### config.mk
export PLATFORM = sky130hd
export DESIGN_NAME = hamming_decoder
export DESIGN_NICKNAME = d
export VERILOG_FILES = /design/src/rtl/hamming_pkg.sv /design/src/rtl/hamming_decoder_syndrome.sv /design/src/rtl/hamming_decoder.sv
export SDC_FILE = /design/constraint.sdc
export NUM_CORES = 1
export LEC_CHECK = 0
export CAP_MARGIN = 30
export CORE_ASPECT_RATIO = 1.5
export CORE_MARGIN = 4
export CORE_UTILIZATION = 45
export DETAILED_ROUTE_END_ITERATION = 16
export PLACE_DENSITY = 0.94
export SLEW_MARGIN = 20
export SYNTH_ARGS = -nofsm -noshare
export SYNTH_HDL_FRONTEND = slang
export SYNTH_SLANG_ARGS = --single-unit
### constraint.sdc
create_clock -name clk -period 1.77 [get_ports clk]
set_clock_uncertainty 0.05 [all_clocks]
set_input_delay 0.177 -clock clk [delete_from_list [all_inputs] [get_ports clk]]
set_output_delay 0.177 -clock clk [all_outputs]
set_load 0.01 [all_outputs]
### src/rtl/hamming_pkg.sv
// Shared constants for the Hamming(7,4) decoder: codeword bit positions,
// codeword/data/syndrome widths and the data-extraction helper.
package hamming_pkg;

    localparam int CODE_W = 7;
    localparam int DATA_W = 4;
    localparam int SYN_W  = 3;

    // Codeword bit positions; a parity bit sits at each power-of-two position
    // (1-based), so a nonzero syndrome is the 1-based index of the bad bit.
    localparam int P1 = 0;
    localparam int P2 = 1;
    localparam int D0 = 2;
    localparam int P4 = 3;
    localparam int D1 = 4;
    localparam int D2 = 5;
    localparam int D3 = 6;

    // Pull the data nibble {D3,D2,D1,D0} out of a codeword.
    function automatic logic [DATA_W-1:0] extract_data(input logic [CODE_W-1:0] code);
        return {code[D3], code[D2], code[D1], code[D0]};
    endfunction

endpackage

### src/rtl/hamming_decoder_syndrome.sv
// Purely combinational syndrome generator for a Hamming(7,4) codeword.
// Output is {S4,S2,S1}; zero means the codeword checks clean.
module hamming_syndrome
    import hamming_pkg::*;
(
    input  logic [CODE_W-1:0] code_i,
    output logic [SYN_W-1:0]  syndrome_o
);

    // Each check bit covers the positions whose 1-based index has that bit set.
    always_comb begin
        syndrome_o[0] = code_i[P1] ^ code_i[D0] ^ code_i[D1] ^ code_i[D3];
        syndrome_o[1] = code_i[P2] ^ code_i[D0] ^ code_i[D2] ^ code_i[D3];
        syndrome_o[2] = code_i[P4] ^ code_i[D1] ^ code_i[D2] ^ code_i[D3];
    end

endmodule

### src/rtl/hamming_decoder.sv
// Two-stage Hamming(7,4) single-error-correcting decoder with valid/ready
// handshakes on both sides. Stage 1 captures the codeword and its syndrome;
// stage 2 flips the indicated bit and registers the data nibble.
// Optional feature: define HAMMING_ERR_CNT_EN to build the saturating
// corrected-word counter; otherwise corr_cnt is tied to zero.
module hamming_decoder
    import hamming_pkg::*;
#(
    parameter int CNT_W = 16
) (
    input  logic                clk,
    input  logic                rst_n,
    input  logic                in_valid,
    output logic                in_ready,
    input  logic [CODE_W-1:0]   in_code,
    output logic                out_valid,
    input  logic                out_ready,
    output logic [DATA_W-1:0]   out_data,
    output logic [SYN_W-1:0]    out_syndrome,
    output logic                out_corrected,
    output logic [CNT_W-1:0]    corr_cnt
);

    logic                s1_valid_q, s1_valid_d;
    logic [CODE_W-1:0]   s1_code_q, s1_code_d;
    logic [SYN_W-1:0]    s1_syn_q, s1_syn_d;
    logic                out_valid_q, out_valid_d;
    logic [DATA_W-1:0]   out_data_q, out_data_d;
    logic [SYN_W-1:0]    out_syn_q, out_syn_d;
    logic                out_corr_q, out_corr_d;

    logic [SYN_W-1:0]    in_syn;
    logic [CODE_W-1:0]   flip_mask;
    logic [CODE_W-1:0]   fixed_code;
    logic                s2_load;
    logic                in_fire;

    hamming_syndrome u_syndrome (
        .code_i     (in_code),
        .syndrome_o (in_syn)
    );

    // Stage 2 takes the stage-1 word whenever the output slot is free or draining.
    assign s2_load  = s1_valid_q && (!out_valid_q || out_ready);
    // Ready looks through to the output so a full pipe keeps streaming.
    assign in_ready = !s1_valid_q || s2_load;
    assign in_fire  = in_valid && in_ready;

    // One-hot flip mask: bit gi is inverted when the syndrome names position gi+1.
    genvar gi;
    generate
        for (gi = 0; gi < CODE_W; gi++) begin : g_flip
            assign flip_mask[gi] = (s1_syn_q == SYN_W'(gi + 1));
        end
    endgenerate

    assign fixed_code = s1_code_q ^ flip_mask;

    // Next-state for both pipeline stages.
    always_comb begin
        s1_valid_d  = s1_valid_q;
        s1_code_d   = s1_code_q;
        s1_syn_d    = s1_syn_q;
        out_valid_d = out_valid_q;
        out_data_d  = out_data_q;
        out_syn_d   = out_syn_q;
        out_corr_d  = out_corr_q;

        if (in_fire) begin
            s1_valid_d = 1'b1;
            s1_code_d  = in_code;
            s1_syn_d   = in_syn;
        end else if (s2_load) begin
            s1_valid_d = 1'b0;
        end

        if (s2_load) begin
            out_valid_d = 1'b1;
            out_data_d  = extract_data(fixed_code);
            out_syn_d   = s1_syn_q;
            out_corr_d  = |s1_syn_q;
        end else if (out_ready) begin
            out_valid_d = 1'b0;
        end
    end

    // Pipeline registers; reset throws away anything in flight.
    always_ff @(posedge clk) begin
        if (!rst_n) begin
            s1_valid_q  <= 1'b0;
            s1_code_q   <= '0;
            s1_syn_q    <= '0;
            out_valid_q <= 1'b0;
            out_data_q  <= '0;
            out_syn_q   <= '0;
            out_corr_q  <= 1'b0;
        end else begin
            s1_valid_q  <= s1_valid_d;
            s1_code_q   <= s1_code_d;
            s1_syn_q    <= s1_syn_d;
            out_valid_q <= out_valid_d;
            out_data_q  <= out_data_d;
            out_syn_q   <= out_syn_d;
            out_corr_q  <= out_corr_d;
        end
    end

    assign out_valid     = out_valid_q;
    assign out_data      = out_data_q;
    assign out_syndrome  = out_syn_q;
    assign out_corrected = out_corr_q;

`ifdef HAMMING_ERR_CNT_EN
    logic [CNT_W-1:0] cnt_q, cnt_d;

    // Count each erroneous word once as it enters stage 2; stick at all-ones.
    always_comb begin
        cnt_d = cnt_q;
        if (s2_load && (|s1_syn_q) && !(&cnt_q)) begin
            cnt_d = cnt_q + {{(CNT_W-1){1'b0}}, 1'b1};
        end
    end

    // Counter register.
    always_ff @(posedge clk) begin
        if (!rst_n) begin
            cnt_q <= '0;
        end else begin
            cnt_q <= cnt_d;
        end
    end

    assign corr_cnt = cnt_q;
`else
    assign corr_cnt = '0;
`endif

endmodule

* Word-level counts from Yosys, hierarchy flattened
Index checks and enable logic that the tools add are counted.
** Storage, ports and cells
- Bits in registers :: 20
- Input port bits :: 11
- Output and inout bits :: 26
- Logic and storage cells :: 37
** Operators by class
- Equal/unequal tests :: 7
- Muxes and demuxes :: 4
- Bitwise gates (word level) :: 10
- Reduce and logical (&&, ||, !) cells :: 9
** Operators by type and width (number)
- 3-bit == test, second input constant :: 4
- 1-bit bitwise XOR :: 9
- 7-bit bitwise XOR :: 1
- 3-bit by 2-bit == test with 1-bit output, second input constant :: 2
- 1-bit 2-to-1 mux :: 4
- 2-bit nonzero test :: 2
- 3-bit by 1-bit == test with 1-bit output, second input constant :: 1
- 3-bit OR reduction :: 1
- 1-bit logical AND :: 2
- 1-bit logical NOT :: 2
- 1-bit logical OR :: 2

* Longest topological paths before layout
- Word-level depth :: 6
- Gate-level depth with buffers :: 5

* By module
From an unflattened synthesis, not the netlist that was laid out.
** Unflattened totals
- Cells, all modules :: 106
- Area, all modules :: 900.9 um2
** Modules (own cells, without submodules)
- hamming_decoder :: times used 1, cells each 98, area each 830.8 um2, seq. area each 340.3 um2
- hamming_syndrome :: times used 1, cells each 8, area each 70.1 um2, seq. area each 0.0 um2

* Worst setup path before layout
Ideal clock, no wire load.
- Path kind :: reg2reg
- From :: register s1_valid_q
- To :: register s1_syn_q[1]
- Setup time :: 91 ps
- Data arrival time :: 998 ps
- Slack :: 631 ps
- Cell stages (with the launch flop) :: 6
- Clock period less this slack :: 1139 ps
- Cells stage by stage :: dfxtp_1 > buf_4 > nand3b_2 > buf_4 > a21oi_1 > a311oi_1
** Between the ends
- Word-level cells in the longest chain between the ends :: 3
** Ends and longest elaborated chain
- start, declared :: line hamming_decoder.sv:24 : logic s1_valid_q, s1_valid_d;
- start signal, assigned :: line hamming_decoder.sv:98 : s1_valid_q <= s1_valid_d;
- 1-bit logical NOT or 1-bit logical AND (tied branches) :: line hamming_decoder.sv:46, hamming_decoder.sv:44
- 1-bit logical OR * :: line hamming_decoder.sv:46 : assign in_ready = !s1_valid_q || s2_load;
- net in_ready :: line hamming_decoder.sv:14 : output logic in_ready,
- 1-bit logical AND * :: line hamming_decoder.sv:47 : assign in_fire = in_valid && in_ready;
- end signal, assigned :: line hamming_decoder.sv:100 : s1_syn_q <= s1_syn_d;
- end, declared :: line hamming_decoder.sv:26 : logic [SYN_W-1:0] s1_syn_q, s1_syn_d;
The timed path passes the listed nets; every way through them passes the cells marked *.
A chain may end at the register's enable or synchronous reset.

* Final worst setup path
- From :: input out_ready
- To :: output in_ready
** Between the ends
- Word-level cells in the longest chain between the ends :: 3
** Ends and longest elaborated chain
- start, declared :: line hamming_decoder.sv:17 : input logic out_ready,
- 1-bit logical OR :: line hamming_decoder.sv:44 : assign s2_load = s1_valid_q && (!out_valid_q || out_ready);
- 1-bit logical AND :: line hamming_decoder.sv:44
- 1-bit logical OR :: line hamming_decoder.sv:46
- end, declared :: line hamming_decoder.sv:14
No other way between the ends.

==> results.ini <==
[run]
cap_violations = 0

[worst_setup_path]
end_kind = primary output
path_cells = clkdlybuf4s50_1 > nand3b_2 > clkdlybuf4s50_1
critPathBufInv = 2
cpMostUsedCell = clkdlybuf4s50_1
critPathLaunchType = input port
cp_slowest_cell = clkdlybuf4s50_1
crit_type = input port to primary output
cp_top_family = buffers and inverters
cp_max_fo = 3
max_stage_delay_ns = 0.54
required_ns = 1.54
crit_arrival_ns = 1.36

[detailed_routing]
vias = 732
wl_per_cell_um = 11.1
drt-initial-drc-count = 5
vias_per_cell = 5.05
drc = 0
final_antenna_net_count = 0
routed_wl_um = 1610
drt-pass1-iter-count = 4

[place]
placed_cells = 141
place_ws_ns = 0.192
gp_congestion = 0.780
port_buffers = 20
post_dp_cell_area_um2 = 1070
dp_hpwl_um = 1300

[final_layout]
drive_above_1_share = 0.0645
finalCoreUtilization = 0.578
final_cells = 145
nets = 136
final_cell_area_um2 = 1100
areaGrowthSynthToFinish_pct = 18.3
antenna_cells = 0
fillers = 195

[clocking]
cts_max_path_buffers = 2
root_buffer = clkbuf_4
cts_setup_buffers = 0
insertion_delay_ns = 0.28
holdBufCountCts = 0
clk_pin_slew_ns = 0.09
cts.sinks = 17
cts_buffers = 3
cts_resized = 0
cts_tree = done
cts_max_level = 1

[synthesis]
synth_adder_area_share = 0
yosysUniqueCellTypes = 25
synth_simple_gate_area_share = 0.117
syn_avg_cell_area_um2 = 8.94
synth_xor_area_frac = 0.102
synth_compound_area_frac = 0.233
synth-seq-cells = 17
synth_top_family_by_area = compound AO/OA/AOI/OAI gates
syn-cell-area_um2 = 930
synthMuxAreaShare = 0
syn_inst = 104
yosysSeqAreaShare = 0.366
yosysWarnings = 0

[pwr]
ir_drop_uv = 481
powerDensity_nw_per_um2 = 724
leakage_nw = 0.425

[timing]
fmax_mhz = 631
tns_ns = 0
timing.final.ws_setup_ns = 0.186
fin_crit_ns = 1.58
hold_viol_final = 0
setup_viol = 0
rsz0062_at_grt = false
fin_crit_sh = 0.895
drv_slew = 0

[global_route]
grt_pass1_vias = 634
grt_start_max_net_pins = 16
track_usage = 0.117
grt_antenna_before_repair = 0
grt_pass1_wl_um = 2520
grt_overflow = 0

[die]
core_area_um2 = 1900
die_h_um = 63.7
die_w_um = 45.1
fp.dieArea_um2 = 2870
start_util = 0.489
rows = 19
num_io_pins = 37

[min_path]
worst_hold_path_type = register to register

[status]
status = finished clean

## area by class of cell
class / count / area, um^2 / area share
inverters: 3 / 11.3 / 0.0102
multi-input cells: 78 / 480 / 0.437
flip-flops and latches: 17 / 340 / 0.309
repair buffers: 22 / 215 / 0.196
well taps: 21 / 26.3 / 0.0239
clock buffers: 4 / 26.3 / 0.0239
## final timing paths
check | slack [ns] | endpoint | cells past startpoint | start
min reg2reg | 0.43 | out_syndrome[2] | 2 | out_syndrome[2]
max | 0.19 | in_ready | 3 | out_ready
max reg2reg | 0.51 | out_data[0] | 3 | s1_syn_q[1]
min | 0.43 | out_syndrome[2] | 2 | out_syndrome[2]
## synthesized netlist by cell type
master	instances	area share
buf_6	1	0.012
nor2_2	1	0.0067
buf_4	18	0.15
and2b_1	1	0.0081
xnor2_1	7	0.066
a21oi_1	13	0.070
dfxtp_1	17	0.37
nand2_1	2	0.0081
xnor2_2	1	0.018
o21ai_0	5	0.027
a21boi_1	4	0.032
nor3_1	1	0.0054
a311oi_1	5	0.047
nand2b_1	1	0.0067
inv_1	3	0.012
o21a_1	4	0.032
xor2_1	2	0.019
nand3_1	4	0.022
nand3b_1	1	0.0081
clkbuf_1	2	0.0081
nand3b_2	1	0.012
a211oi_1	3	0.024
and3_1	4	0.027
or3_1	2	0.013
conb_1	1	0.0040
## kinds of logic after synthesis
logic type	Yosys count
AND/OR/NAND/NOR	18
XOR/XNOR	10
AO/OA/AOI/OAI	34
buffers and inverters	24
flip-flops	17
other	1
## cell usage in the layout (no fill, tap or decap), drive strengths merged
cell,count
and3,4
conb,16
dfxtp,17
a311oi,5
buf,2
clkbuf,4
nand2b,1
nand2,2
inv,3
and2b,1
nand3,4
xor2,2
nor3,1
a21oi,13
nand3b,2
o21ai,5
a21boi,4
xnor2,8
o21a,4
nor2,1
a211oi,3
or3,2
clkdlybuf4s50,20
## power breakdown
part / internal [W] / switching [W] / leakage [nW]
Sequential: 0.000408 / 0.0000234 / 0.140
Clock: 0.0000875 / 0.000110 / 0.0150
Combinational: 0.0000883 / 0.0000791 / 0.270
## layer usage
layer  global-route usage  part of all wire  vias up  wire, um
met3               0.0285             0.079        2       128
met1                0.118              0.37      328       601
met5                    0                 0        -         0
met4               0.0659            0.0056        0         9
li1                     -                 -      375         -
met2                0.204              0.54       27       874
## state kept, by name (all words and copies together) (netlist names)
name	flops
out_syndrome	3
out_data	4
s1_syn_q	3
out_corrected	1
out_valid	1
s1_code_q	4
s1_valid_q	1
## worst reg2reg max path, delay by kind of cell (launching register included)
| kind | cells | cell delay (ns) |
|---|---|---|
| AO/OA/AOI/OAI | 1 | 0.26 |
| flip-flops | 1 | 0.46 |
| AND/OR/NAND/NOR | 2 | 0.39 |
## per-stage QoR
stage                     power (W)  hold slack (ns)
after floorplan            0.000569            0.245
after global placement     0.000603            0.417
after detailed placement   0.000608            0.418
after CTS                  0.000807            0.430
after global routing       0.000848            0.456
final                      0.000796            0.430
Power figures use the tool's default switching activity.
